[src/rtl/wb_mem_arbiter2.sv]
// Two-master to one-slave Wishbone arbiter with registered round-robin grant, held for the owner's whole cyc.
// Latency: a request in IDLE is granted on the next rising edge; slave signals are muxed combinationally from the grant.
// Backpressure: a non-owner is stalled (ack=0) until granted; the owner is throttled only by the slave's ack.
module wb_mem_arbiter2 #(
    parameter int AW = 19,
    parameter int DW = 16
) (
    input  logic             wb_clk_i,
    input  logic             wb_rst_i,

    input  logic [DW-1:0]    m0_dat_i,
    output logic [DW-1:0]    m0_dat_o,
    input  logic [AW:1]      m0_adr_i,
    input  logic             m0_we_i,
    input  logic [DW/8-1:0]  m0_sel_i,
    input  logic             m0_stb_i,
    input  logic             m0_cyc_i,
    output logic             m0_ack_o,

    input  logic [DW-1:0]    m1_dat_i,
    output logic [DW-1:0]    m1_dat_o,
    input  logic [AW:1]      m1_adr_i,
    input  logic             m1_we_i,
    input  logic [DW/8-1:0]  m1_sel_i,
    input  logic             m1_stb_i,
    input  logic             m1_cyc_i,
    output logic             m1_ack_o,

    output logic [DW-1:0]    s_dat_o,
    input  logic [DW-1:0]    s_dat_i,
    output logic [AW:1]      s_adr_o,
    output logic             s_we_o,
    output logic [DW/8-1:0]  s_sel_o,
    output logic             s_stb_o,
    output logic             s_cyc_o,
    input  logic             s_ack_i,

    output logic [1:0]       gnt_o
);

    typedef enum logic [1:0] {
        IDLE = 2'd0,
        OWN0 = 2'd1,
        OWN1 = 2'd2
    } state_t;

    state_t     state;
    logic       last;   // master most recently granted; the other one wins a tie
    logic [1:0] gnt_q;

    // Grant FSM: ownership lasts for the owner's full cyc, hands over directly when the other master is waiting.
    always_ff @(posedge wb_clk_i or negedge wb_rst_i) begin
        if (!wb_rst_i) begin
            state <= IDLE;
            last  <= 1'b1;
            gnt_q <= 2'b00;
        end else begin
            case (state)
                IDLE: begin
                    if (m0_cyc_i && (!m1_cyc_i || last)) begin
                        state <= OWN0;
                        last  <= 1'b0;
                        gnt_q <= 2'b01;
                    end else if (m1_cyc_i) begin
                        state <= OWN1;
                        last  <= 1'b1;
                        gnt_q <= 2'b10;
                    end
                end
                OWN0: begin
                    if (!m0_cyc_i) begin
                        if (m1_cyc_i) begin
                            state <= OWN1;
                            last  <= 1'b1;
                            gnt_q <= 2'b10;
                        end else begin
                            state <= IDLE;
                            gnt_q <= 2'b00;
                        end
                    end
                end
                OWN1: begin
                    if (!m1_cyc_i) begin
                        if (m0_cyc_i) begin
                            state <= OWN0;
                            last  <= 1'b0;
                            gnt_q <= 2'b01;
                        end else begin
                            state <= IDLE;
                            gnt_q <= 2'b00;
                        end
                    end
                end
                default: begin
                    state <= IDLE;
                    gnt_q <= 2'b00;
                end
            endcase
        end
    end

    assign gnt_o = gnt_q;

    // Slave-side mux driven from the registered owner; everything is quiet with no owner.
    always_comb begin
        s_dat_o = '0;
        s_adr_o = '0;
        s_we_o  = 1'b0;
        s_sel_o = '0;
        s_stb_o = 1'b0;
        s_cyc_o = 1'b0;
        case (state)
            OWN0: begin
                s_dat_o = m0_dat_i;
                s_adr_o = m0_adr_i;
                s_we_o  = m0_we_i;
                s_sel_o = m0_sel_i;
                s_cyc_o = m0_cyc_i;
                s_stb_o = m0_stb_i & m0_cyc_i;
            end
            OWN1: begin
                s_dat_o = m1_dat_i;
                s_adr_o = m1_adr_i;
                s_we_o  = m1_we_i;
                s_sel_o = m1_sel_i;
                s_cyc_o = m1_cyc_i;
                s_stb_o = m1_stb_i & m1_cyc_i;
            end
            default: begin
            end
        endcase
    end

    // Only the owner sees the slave ack; an ack with no owner is dropped.
    assign m0_ack_o = s_ack_i & (state == OWN0) & m0_stb_i;
    assign m1_ack_o = s_ack_i & (state == OWN1) & m1_stb_i;

    // Read data is broadcast; only the acked master consumes it.
    assign m0_dat_o = s_dat_i;
    assign m1_dat_o = s_dat_i;

endmodule
[config.mk]
export PLATFORM = sky130hd
export DESIGN_NAME = wb_mem_arbiter2
export DESIGN_NICKNAME = d
export VERILOG_FILES = /design/src/rtl/wb_mem_arbiter2.sv
export SDC_FILE = /design/constraint.sdc
export NUM_CORES = 1
export LEC_CHECK = 0
export BUFFER_PORTS_ARGS = -buffer_cell sky130_fd_sc_hd__buf_4
export CAP_MARGIN = 25
export CORE_MARGIN = 5
export CORE_UTILIZATION = 32
export DETAILED_ROUTE_END_ITERATION = 10
export HOLD_SLACK_MARGIN = 0.02
export PLACE_DENSITY = 0.95
export SYNTH_ARGS = -nofsm -noshare
export SYNTH_HDL_FRONTEND = slang
export SYNTH_SLANG_ARGS = --single-unit
[constraint.sdc]
create_clock -name wb_clk_i -period 2.42 [get_ports wb_clk_i]
set_clock_uncertainty 0.15 [all_clocks]
set_input_delay 0.121 -clock wb_clk_i [delete_from_list [all_inputs] [get_ports wb_clk_i]]
set_output_delay 0.121 -clock wb_clk_i [all_outputs]
set_load 0.02 [all_outputs]
# Word-level counts from Yosys, hierarchy flattened
# Cells that the tools add are included.
# totals
wordCells	40
in_bits	99
out_inout_bits	76
n_memories	0
ff_bits	3
mem_bits_ro	0
ram_bits	0
latch_bits	0
# op_classes
multipliers	0
div_mod_pow	0
n_eq_ne	6
bitwise_logic	6
n_shift	0
n_mux	19
reduce_logical	7
magnitude_cmp	0
add_sub_neg	0
# ops
cell	count
$pmux 19 s2	1
$pmux 16 s2	1
$mux 2	5
$and 1x1->1	6
$mux 1	6
$ne 2x2->1 const B	3
$pmux 1 s2	3
$pmux 2 s3	1
$pmux 2 s2	1
$reduce_and 4->1	1
$ne 3x3->1 const B	1
$pmux 1 s3	1
$reduce_and 3->1	1
$reduce_bool 3->1	1
$eq 2x1->1 const B	1
$eq 2x2->1 const B	1
$logic_not 2->1	1
$logic_and 1x1->1	1
$logic_not 1->1	1
$logic_or 1x1->1	1

# Depth between registers and ports, before layout
# Gate-level depths: netlist (run 1).
# logic_depth
ltp_word	5
ltp_mapped	7
mapped_depth_nobuf	5

# Least setup slack after synthesis (run 1)
# Ideal clock, no wire load.
# synth_timing
path_type	reg2out
start	register, netlist name gnt_o[0]
end	output port s_stb_o
path_buffers	1
arrival_ns	1.710
setup_slack_ns	0.439
required_ns	2.149
path_stages_with_launch	5
cell_sequence	dfrtp_1 inv_1 ha_1 clkbuf_1 a21boi_0
# synth_rtl
item	line	source
end: declaration	34	output logic s_stb_o,

==> summary.md, run 1 <==
| Metric | Value |
|---|---|
| Skew-Pair Late Insertion Delay | 0.23 ns |
| Largest net degree at the start of global routing | 46 |
| Area grow syn2layout | 66.0% |
| Critical Path Fanout Max | 22 |
| CTS sink cnt | 3 |
| I/O pin cnt | 175 |
| Die W | 70.2 um |
| Setup bufs post-CTS | 0 |
| Pwr Density | 901 nW/um^2 |
| Ant diodes | 0 |
| Register area share after synthesis | 0.0658 |
| Synth Register Bits | 3 |
| GRT overflow | 0 |
| # fillers | 344 |
| First DRT Iteration DRCs | 70 |
| Outcome | finished clean |
| Maxcap violations | 0 |
| IR drop worst, VDD | 0.588 mV |
| RSZ-0062 raised after global routing | false |
| Final period util | 0.832 |
| Starting Density | 0.340 |
| Root Buffer | clkbuf_4 |
| Worst r2r src | gnt_o[0] |
| Drt drc | 0 |
| Fin crit period | 2.01 ns |
| Leakage Power | 0.930 nW |
| Worst Tran Pin Value | 0.225 ns |
| H-tree levels | 1 |
| Die area | 4930 sq um |
| Syn nets | 259 |
| CP startpoint kind | flop |
| GPL Wtd Cong | 0.882 |
| Cells after DPL | 286 |
| Clk pwr share | 0.050 |
| Via density | 4.96 |
| Synthesized cell area | 1160 sq um |
| Setup slack after placement | 0.636 ns |
| Avg Cell Area, Syn | 7.48 sq um |
| # port buffers | 126 |
| Drt pass-1 iters | 4 |
| CP endpoint kind | primary output |
| Fraction of layout cells with a size suffix above 1 | 0.571 |
| Number of flops mapped to enable cells by yosys | 0 |
| Clock buffer depth | 2 |
| Most common cell in the synthesized netlist | nor2b_1 |
| Slew Viols, Final | 0 |
| Critical path type | flop to primary output |
| HPWL Detailed | 3470 um |
| Antenna Nets Post-Route | 0 |
| Worst min-delay path class | input port to asynchronous set/reset pin |
| Vias in the first global route | 1,414 |
| Worst setup margin | 0.406 ns |
| Cell variety after synth | 28 |
| Pwr Total | 1.73 mW |
| Combinational Power Share | 0.891 |
| Nets | 350 |
| Worst rel slew slack | 0.850 |
| Initial antenna violation count | 0 |
| Mapped Cells | 155 |
| Post-synth top area share | 0.246 |
| Drt wl/cell | 14.7 um |
| Cell Int Power | 0.876 mW |
| Row cnt | 21 |
| Fmax | 496 MHz |
| FF-to-FF setup slack | 0.69 ns |
| Global-route usage over all layers | 0.163 |
| DRT Wirelength | 4280 um |
| Critical Path RT | 2.15 ns |
| Post-synthesis async set-or-reset flop share | 1.00 |
| CTS tree | done |
| Layout Cells excl Fill | 291 |
| Most common library cells after synthesis | 39 x nor2b_1, 38 x a22oi_1, 32 x buf_4 |
| First-pass GRT wire length | 6780 um |
| Fin. Hold Viols | 0 |
| Synth Flop Type | dfrtp_1 |
| Core area | 3420 sq um |
| Clock transition at path regs | 0.04 ns |
| Area contributors post-synth | a22oi_1 25%, nor2b_1 21%, buf_4 21% |
| Yosys warns | 0 |
| Synth area leader | a22oi_1 |
| Total CTS buffers | 3 |
| P_sw | 0.859 mW |
| R2R depth | 6 |
| Critical path arrival | 1.74 ns |
| Chip height | 70.2 um |
| Setup violations, final | 0 |
| WHS | 0.0698 ns |
| Final setup TNS | 0 ns |
| Sw frac | 0.495 |
| Seq pwr share | 0.059 |
| Reg-to-Reg End | gnt_o[0] |
| Via count | 1,443 |
## power by group through the flow
stage               combinational (mW)  sequential [mW]  clock, mW
floorplan                         1.08            0.114          0
global placement                  1.52            0.100          0
detailed placement                1.55            0.103          0
CTS                               1.56            0.103     0.0912
global route                      1.67            0.108     0.0961
finish                            1.54            0.103     0.0868
## sequential cells by signal, indices dropped and copies added (netlist names)
name   count
last       1
gnt_o      2
## cell type report
class / count / area (sq um) / area share
multi-input combinational: 102 / 744 / 0.387
timing repair buffer: 132 / 1010 / 0.522
clock buffer: 4 / 26.3 / 0.0136
tap: 46 / 57.6 / 0.0299
inverter: 4 / 15.0 / 0.00780
sequential: 3 / 76.3 / 0.0396
## routing by layer
metal,track usage,vias up,share of wire
met5,0,-,0
met4,0.0511,0,0.019
met3,0.0545,13,0.095
met2,0.297,90,0.53
met1,0.176,643,0.36
li1,-,697,-
## cell usage in the layout (no fill, tap or decap)
master / instances
a21oi_4: 1
nand2_1: 1
a21boi_0: 1
a22oi_1: 38
dlygate4sd3_1: 1
o21ai_0: 2
nand2b_1: 1
a32oi_1: 1
buf_12: 1
nand3b_1: 1
and3_1: 2
o21ai_2: 1
nor2b_1: 39
ha_1: 5
dfrtp_1: 2
nor2_1: 1
clkbuf_4: 3
inv_1: 3
clkbuf_1: 1
dfstp_2: 1
o2bb2ai_1: 1
a22o_1: 1
a21oi_1: 1
buf_4: 130
a22oi_2: 1
nand3_1: 2
inv_2: 1
nor4_2: 1
mux2i_1: 1
## logic make-up (layout without fill, tap and decap cells)
family,Yosys count,in the layout,share of synthesized area
AOI/OAI and AO/OA,48,48,0.320
adders and majority gates,5,5,0.0539
buffers and inverters,50,140,0.292
DFF,3,3,0.0658
muxes,1,1,0.00863
and+or+nand+nor,48,48,0.259
## timing repair
item,CTS,global route
hold buffers,1,0
endpoints found under the hold margin,3,0
resized for setup,0,0
## worst max-delay path by stage
stage	from	to	slack (ns)
finish	gnt_o[1]	s_adr_o[8]	0.41
global route	gnt_o[1]	s_adr_o[7]	0.24
CTS	gnt_o[1]	s_adr_o[7]	0.38
detailed placement	gnt_o[1]	s_adr_o[7]	0.64
global placement	gnt_o[0]	gnt_o[0]	0.72
floorplan	gnt_o[0]	s_stb_o	0.44
## critical path: stages, from the launching register on
cell and delay, ns:
dfrtp_1 0.41, inv_1 0.12, ha_1 0.27, buf_4 0.29
a22oi_1 0.14, nor2b_1 0.13, buf_4 0.15
## through the flow
| stage | area, sq um | util |
|---|---|---|
| floorplan | 1160 | - |
| global placement | 1890 | 0.553 |
| detailed placement | 1890 | 0.553 |
| CTS | 1930 | 0.564 |
| global route | 1930 | 0.564 |
| finish | 1930 | 0.564 |
Power figures use the tool's default switching activity.
==> run 2, diff against run 1 <==
--- a/config.mk
+++ b/config.mk
@@ -8,10 +8,10 @@
 export BUFFER_PORTS_ARGS = -buffer_cell sky130_fd_sc_hd__buf_4
 export CAP_MARGIN = 25
 export CORE_MARGIN = 5
-export CORE_UTILIZATION = 32
+export CORE_UTILIZATION = 30
 export DETAILED_ROUTE_END_ITERATION = 10
 export HOLD_SLACK_MARGIN = 0.02
-export PLACE_DENSITY = 0.95
+export PLACE_DENSITY = 0.92
 export SYNTH_ARGS = -nofsm -noshare
 export SYNTH_HDL_FRONTEND = slang
 export SYNTH_SLANG_ARGS = --single-unit
==> constraint.sdc (replaced) <==
create_clock -name wb_clk_i -period 2.1 [get_ports wb_clk_i]
set_clock_uncertainty 0.15 [all_clocks]
set_input_delay 0.105 -clock wb_clk_i [delete_from_list [all_inputs] [get_ports wb_clk_i]]
set_output_delay 0.105 -clock wb_clk_i [all_outputs]
set_load 0.02 [all_outputs]
==> run 2 against run 1 <==
Net effect:
- sequential power is 16% higher
- non-clock buffer count grew 1
- utilization fell by 4.1 points
- register-to-register slack got worse by 0.36 ns
- clock power up 94%
- worst hold slack lost 0.0098 ns
- wire length grew 1.6%
- count of clock-buffer cells in the layout unchanged
- global-route usage is 0.90 points lower
- total power grew 18%
- combinational power up 14%
- die area increased by 5.7%
==> summary.md, run 2 (synthesis results as in run 1) <==
| Metric | Value |
|---|---|
| First DRT Iteration DRCs | 36 |
| Final setup TNS | 0 ns |
| Critical Path RT | 1.85 ns |
| Fin crit period | 1.89 ns |
| Largest net degree at the start of global routing | 24 |
| Antenna Nets Post-Route | 0 |
| CTS sink cnt | 3 |
| Area grow syn2layout | 67.4% |
| Setup violations, final | 0 |
| CTS resizes | 0 |
| CTS tree | done |
| # port buffers | 126 |
| Drt pass-1 iters | 5 |
| Root Buffer | clkbuf_8 |
| Most frequent cells in the layout | 132 x buf_4, 39 x nor2b_1, 38 x a22oi_1, 5 x ha_1 |
| Clock buffer depth | 2 |
| Pwr Density | 1060 nW/um^2 |
| Worst rel slew slack | 0.821 |
| CP startpoint kind | flop |
| Via density | 5.06 |
| IR drop worst, VDD | 0.627 mV |
| Cells after DPL | 289 |
| Initial antenna violation count | 0 |
| Combinational Power Share | 0.860 |
| Fmax | 529 MHz |
| WHS | 0.0600 ns |
| Cell Int Power | 1.05 mW |
| Critical path arrival | 1.64 ns |
| Layout Cells excl Fill | 294 |
| Core area | 3720 sq um |
| CP endpoint kind | primary output |
| Sw frac | 0.486 |
| Vias in the first global route | 1,447 |
| Slew Viols, Final | 0 |
| HPWL Detailed | 3560 um |
| Worst min-delay path class | input port to asynchronous set/reset pin |
| Via count | 1,488 |
| Fin. Hold Viols | 0 |
| First-pass GRT wire length | 6580 um |
| Drt drc | 0 |
| Starting Density | 0.312 |
| Die area | 5210 sq um |
| Skew-Pair Late Insertion Delay | 0.22 ns |
| Max reg flops | 2 |
| Critical Path Fanout Max | 21 |
| Outcome | finished clean |
| Final period util | 0.900 |
| # fillers | 354 |
| Drt wl/cell | 14.8 um |
| Most common cell after layout, fill and taps aside | buf_4 |
| Die W | 72.2 um |
| P_sw | 0.995 mW |
| Leakage Power | 0.939 nW |
| Seq pwr share | 0.058 |
| Maxcap violations | 0 |
| Ant diodes | 0 |
| Worst Tran Pin Value | 0.267 ns |
| Fraction of layout cells with a size suffix above 1 | 0.573 |
| Chip height | 72.2 um |
| Critical Path Start | gnt_o[1] |
| Critical path type | flop to primary output |
| Clk pwr share | 0.082 |
| H-tree levels | 1 |
| Row cnt | 22 |
| Clock transition at path regs | 0.03 ns |
| GPL Wtd Cong | 0.926 |
| DRT Wirelength | 4350 um |
| I/O pin cnt | 175 |
| Global-route usage over all layers | 0.154 |
| Total CTS buffers | 3 |
| RSZ-0062 raised after global routing | false |
| GRT overflow | 0 |
| Worst r2r src | gnt_o[1] |
| Nets | 351 |
## run 2: metrics by stage
stage / setup WS (ns) / util / area, sq um / power (mW)
2_1_floorplan: 0.135 / - / 1160 / 1.38
3_3_place_gp: 0.438 / 0.508 / 1890 / 1.87
3_5_place_dp: 0.349 / 0.508 / 1890 / 1.89
4_1_cts: 0.204 / 0.523 / 1940 / 2.07
5_1_grt: 0.0567 / 0.523 / 1940 / 2.21
6_report: 0.210 / 0.523 / 1940 / 2.05
## run 2: layer usage
layer | up-vias | part of all wire | wire length (um) | global-route usage
li1 | 697 | - | - | -
met2 | 91 | 0.54 | 2350 | 0.305
met4 | 0 | 0.023 | 100 | 0.0585
met5 | - | 0 | 0 | 0
met3 | 21 | 0.11 | 469 | 0.0416
met1 | 679 | 0.33 | 1430 | 0.147
## run 2: power by group through the flow
stage / clock [mW] / sequential, mW / combinational (mW)
4_1_cts: 0.172 / 0.120 / 1.78
5_1_grt: 0.180 / 0.125 / 1.91
3_5_place_dp: 0 / 0.121 / 1.77
2_1_floorplan: 0 / 0.131 / 1.24
3_3_place_gp: 0 / 0.117 / 1.75
6_report: 0.168 / 0.119 / 1.76
## run 2: final timing paths
kind / endpoint / slack (ns) / cells after the start
setup / recovery: s_cyc_o / 0.21 / 6
hold / removal: gnt_o[1] / 0.06 / 2
setup reg to reg: gnt_o[0] / 0.33 / 6
hold reg to reg: last / 0.34 / 2
max in group asynchronous: last / 1.55 / 2
min in group wb_clk_i: m0_dat_o[10] / 0.06 / 0
## run 2: final cells by class
cell class | instances | area, sq um | area share
clock buffer | 4 | 45.0 | 0.0232
inverter | 4 | 15.0 | 0.00773
multi-input combinational | 102 | 744 | 0.383
sequential | 3 | 76.3 | 0.0393
tap | 48 | 60.1 | 0.0309
timing repair buffer | 133 | 1000 | 0.515
## run 2: critical path, stage by stage (launching register included)
cell,delay [ns]
dfrtp_1,0.42
inv_1,0.12
ha_1,0.17
buf_4,0.27
a22oi_2,0.14
nor2b_1,0.13
buf_4,0.15
## run 2: what timing repair did
action                                 CTS  global route
endpoints found under the hold margin    3             0
buffers inserted                         0             0
hold buffers                             1             0
==> run 3, diff against run 2 <==
--- a/config.mk
+++ b/config.mk
@@ -8,10 +8,10 @@
 export BUFFER_PORTS_ARGS = -buffer_cell sky130_fd_sc_hd__buf_4
 export CAP_MARGIN = 25
 export CORE_MARGIN = 5
-export CORE_UTILIZATION = 30
+export CORE_UTILIZATION = 27
 export DETAILED_ROUTE_END_ITERATION = 10
 export HOLD_SLACK_MARGIN = 0.02
-export PLACE_DENSITY = 0.92
+export PLACE_DENSITY = 0.88
 export SYNTH_ARGS = -nofsm -noshare
 export SYNTH_HDL_FRONTEND = slang
 export SYNTH_SLANG_ARGS = --single-unit
==> constraint.sdc (replaced) <==
create_clock -name wb_clk_i -period 1.6 [get_ports wb_clk_i]
set_clock_uncertainty 0.15 [all_clocks]
set_input_delay 0.08 -clock wb_clk_i [delete_from_list [all_inputs] [get_ports wb_clk_i]]
set_output_delay 0.08 -clock wb_clk_i [all_outputs]
set_load 0.02 [all_outputs]
==> run 3 against run 2 <==
Net effect:
- the run now ends with negative setup slack left
- critical path depth stayed put
- first-iteration DRC count grew 11%
- count of clock-buffer cells in the layout unchanged
- clock power increased by 29%
- worst hold slack got worse by 0.0028 ns
- via count grew 7.7%
- global-route usage increased by 1.2 points
- critical path type unchanged
- largest power group unchanged
- highest routed layer unchanged
==> summary.md, run 3 (synthesis results as in run 1) <==
| Metric | Value |
|---|---|
| Outcome | finished, violations left |
| Violated checks | negative setup slack |
| Final period util | 1.10 |
| Worst Tran Pin Value | 0.438 ns |
| Critical Path RT | 1.37 ns |
| Critical Path Fanout Max | 20 |
| Ant diodes | 0 |
| Die area | 5710 sq um |
| Pwr Total | 3.79 mW |
| First-pass GRT wire length | 7450 um |
| # fillers | 342 |
| Starting Density | 0.284 |
| I/O pin cnt | 175 |
| Pwr Density | 1490 nW/um^2 |
| HPWL Detailed | 3930 um |
| Largest net degree at the start of global routing | 23 |
| Most frequent cells in the layout | 114 x buf_4, 37 x nor2b_2, 24 x a22oi_1, 20 x buf_6, 17 x dlygate4sd3_1 |
| Via density | 5.01 |
| Clock transition at path regs | 0.03 ns |
| Leakage Power | 1.12 nW |
| Met2 routed WL | 3100 um |
| Antenna Nets Post-Route | 0 |
| Drt drc | 0 |
| Die W | 75.5 um |
| Fin crit period | 1.76 ns |
| Setup slack after placement | -0.0287 ns |
| Area grow syn2layout | 120% |
| Fraction of layout cells with a size suffix above 1 | 0.793 |
| Max reg flops | 2 |
| Top Layer Used | met4 |
| First DRT Iteration DRCs | 40 |
| CP max stage cell | dfrtp_2 |
| CP endpoint kind | primary output |
| Met1 wire length | 1960 um |
| Worst rel slew slack | 0.707 |
| Layout Cells excl Fill | 320 |
| Total CTS buffers | 3 |
| Drt pass-1 iters | 4 |
| GPL Wtd Cong | 0.969 |
| IR drop worst, VDD | 0.846 mV |
| FF-to-FF setup slack | -0.05 ns |
| Global-route usage over all layers | 0.166 |
| Setup violations, final | 42 |
| Most common cell after layout, fill and taps aside | buf_4 |
| Row cnt | 23 |
| Largest stage delay on the critical path | 0.45 ns |
| Nets | 375 |
| Drt wl/cell | 17.8 um |
| Root Buffer | clkbuf_8 |
| Clock buffer depth | 2 |
| H-tree levels | 1 |
| Worst setup margin | -0.162 ns |
| DRT Wirelength | 5700 um |
| Chip height | 75.5 um |
| GRT overflow | 0 |
| Maxcap violations | 0 |
| RSZ-0062 raised after global routing | true |
| Critical path type | flop to primary output |
| Skew-Pair Late Insertion Delay | 0.21 ns |
| Routed wl met3 | 618 um |
| Via count | 1,603 |
| CTS tree | done |
| Vias in the first global route | 1,538 |
| Cells after DPL | 295 |
| Fin. Hold Viols | 0 |
| Initial antenna violation count | 0 |
| CTS sink cnt | 3 |
| Crit-path cells | inv_4 -> ha_4 -> buf_12 -> a22oi_1 -> nor2b_2 -> buf_6 |
| Core area | 4090 sq um |
| Fmax | 568 MHz |
| Worst min-delay path class | input port to asynchronous set/reset pin |
| CP startpoint kind | flop |
| Critical path arrival | 1.53 ns |
| Slew Viols, Final | 0 |
| # port buffers | 126 |
## run 3: cell count changes in the layout (fill, tap and decap cells not counted), moves of 3 or more
cell,previous run,this run
nor2b_1,39,0
a22oi_1,38,24
buf_6,0,20
ha_1,5,1
nor2b_2,0,37
buf_4,132,114
buf_12,0,4
a22oi_2,1,15
dlygate4sd3_1,1,17
ha_4,0,3
## run 3: area by class of cell
| cell class | count | area, sq um | area share |
|---|---|---|---|
| repair buffers | 157 | 1350 | 0.531 |
| multi-input cells | 102 | 988 | 0.388 |
| flip-flops and latches | 3 | 78.8 | 0.0310 |
| well taps | 50 | 62.6 | 0.0246 |
| clock buffers | 4 | 45.0 | 0.0177 |
| inverters | 4 | 20.0 | 0.00786 |
## run 3: path summary, 6_finish.rpt
check                          from           to  cells past startpoint
setup reg to reg           gnt_o[0]     gnt_o[0]                      6
max in group asynchronous  wb_rst_i         last                      2
setup / recovery           gnt_o[0]  s_adr_o[13]                      6
min in group wb_clk_i      m1_cyc_i     gnt_o[1]                      3
hold reg to reg                last         last                      2
hold / removal             wb_rst_i     gnt_o[0]                      2
## run 3: repair_timing
action / 4_1_cts / 5_1_grt
pin swaps: 1 / 2
hold endpoints to repair: 35 / 0
buffers inserted: 0 / 1
endpoints found under the setup margin: 42 / 44
resized for setup: 41 / 19
cloned: 2 / 1
hold buffers: 17 / 0
## run 3: routing by layer
metal,up-vias,global-route usage
met5,-,0
li1,746,-
met2,91,0.328
met1,764,0.184
met4,0,0.0194
met3,2,0.0383
## run 3: worst max-delay path, delay by kind of cell (launching register included)
kind	cells	cell delay, ns
and+or+nand+nor	1	0.18
buffers and inverters	3	0.41
adders and majority gates	1	0.17
AOI/OAI and AO/OA	1	0.11
DFF	1	0.45
## run 3: power by group
| part | total, mW | internal, mW | switching [mW] |
|---|---|---|---|
| sequential | 0.171 | 0.124 | 0.0479 |
| combinational | 3.40 | 1.77 | 1.63 |
| clock | 0.217 | 0.170 | 0.0476 |
| total | 3.79 | 2.06 | 1.72 |
## run 3: stage by stage
stage	setup TNS (ns)	utilization	cell area, sq um	hold WS (ns)
after CTS	-3.57	0.601	2450	0.0417
after global routing	-6.18	0.623	2550	0.0774
final	-3.58	0.623	2550	0.0572
after global placement	0	0.503	2060	-0.277
after floorplan	0	-	1270	-0.366
after detailed placement	-0.0943	0.503	2060	-0.277
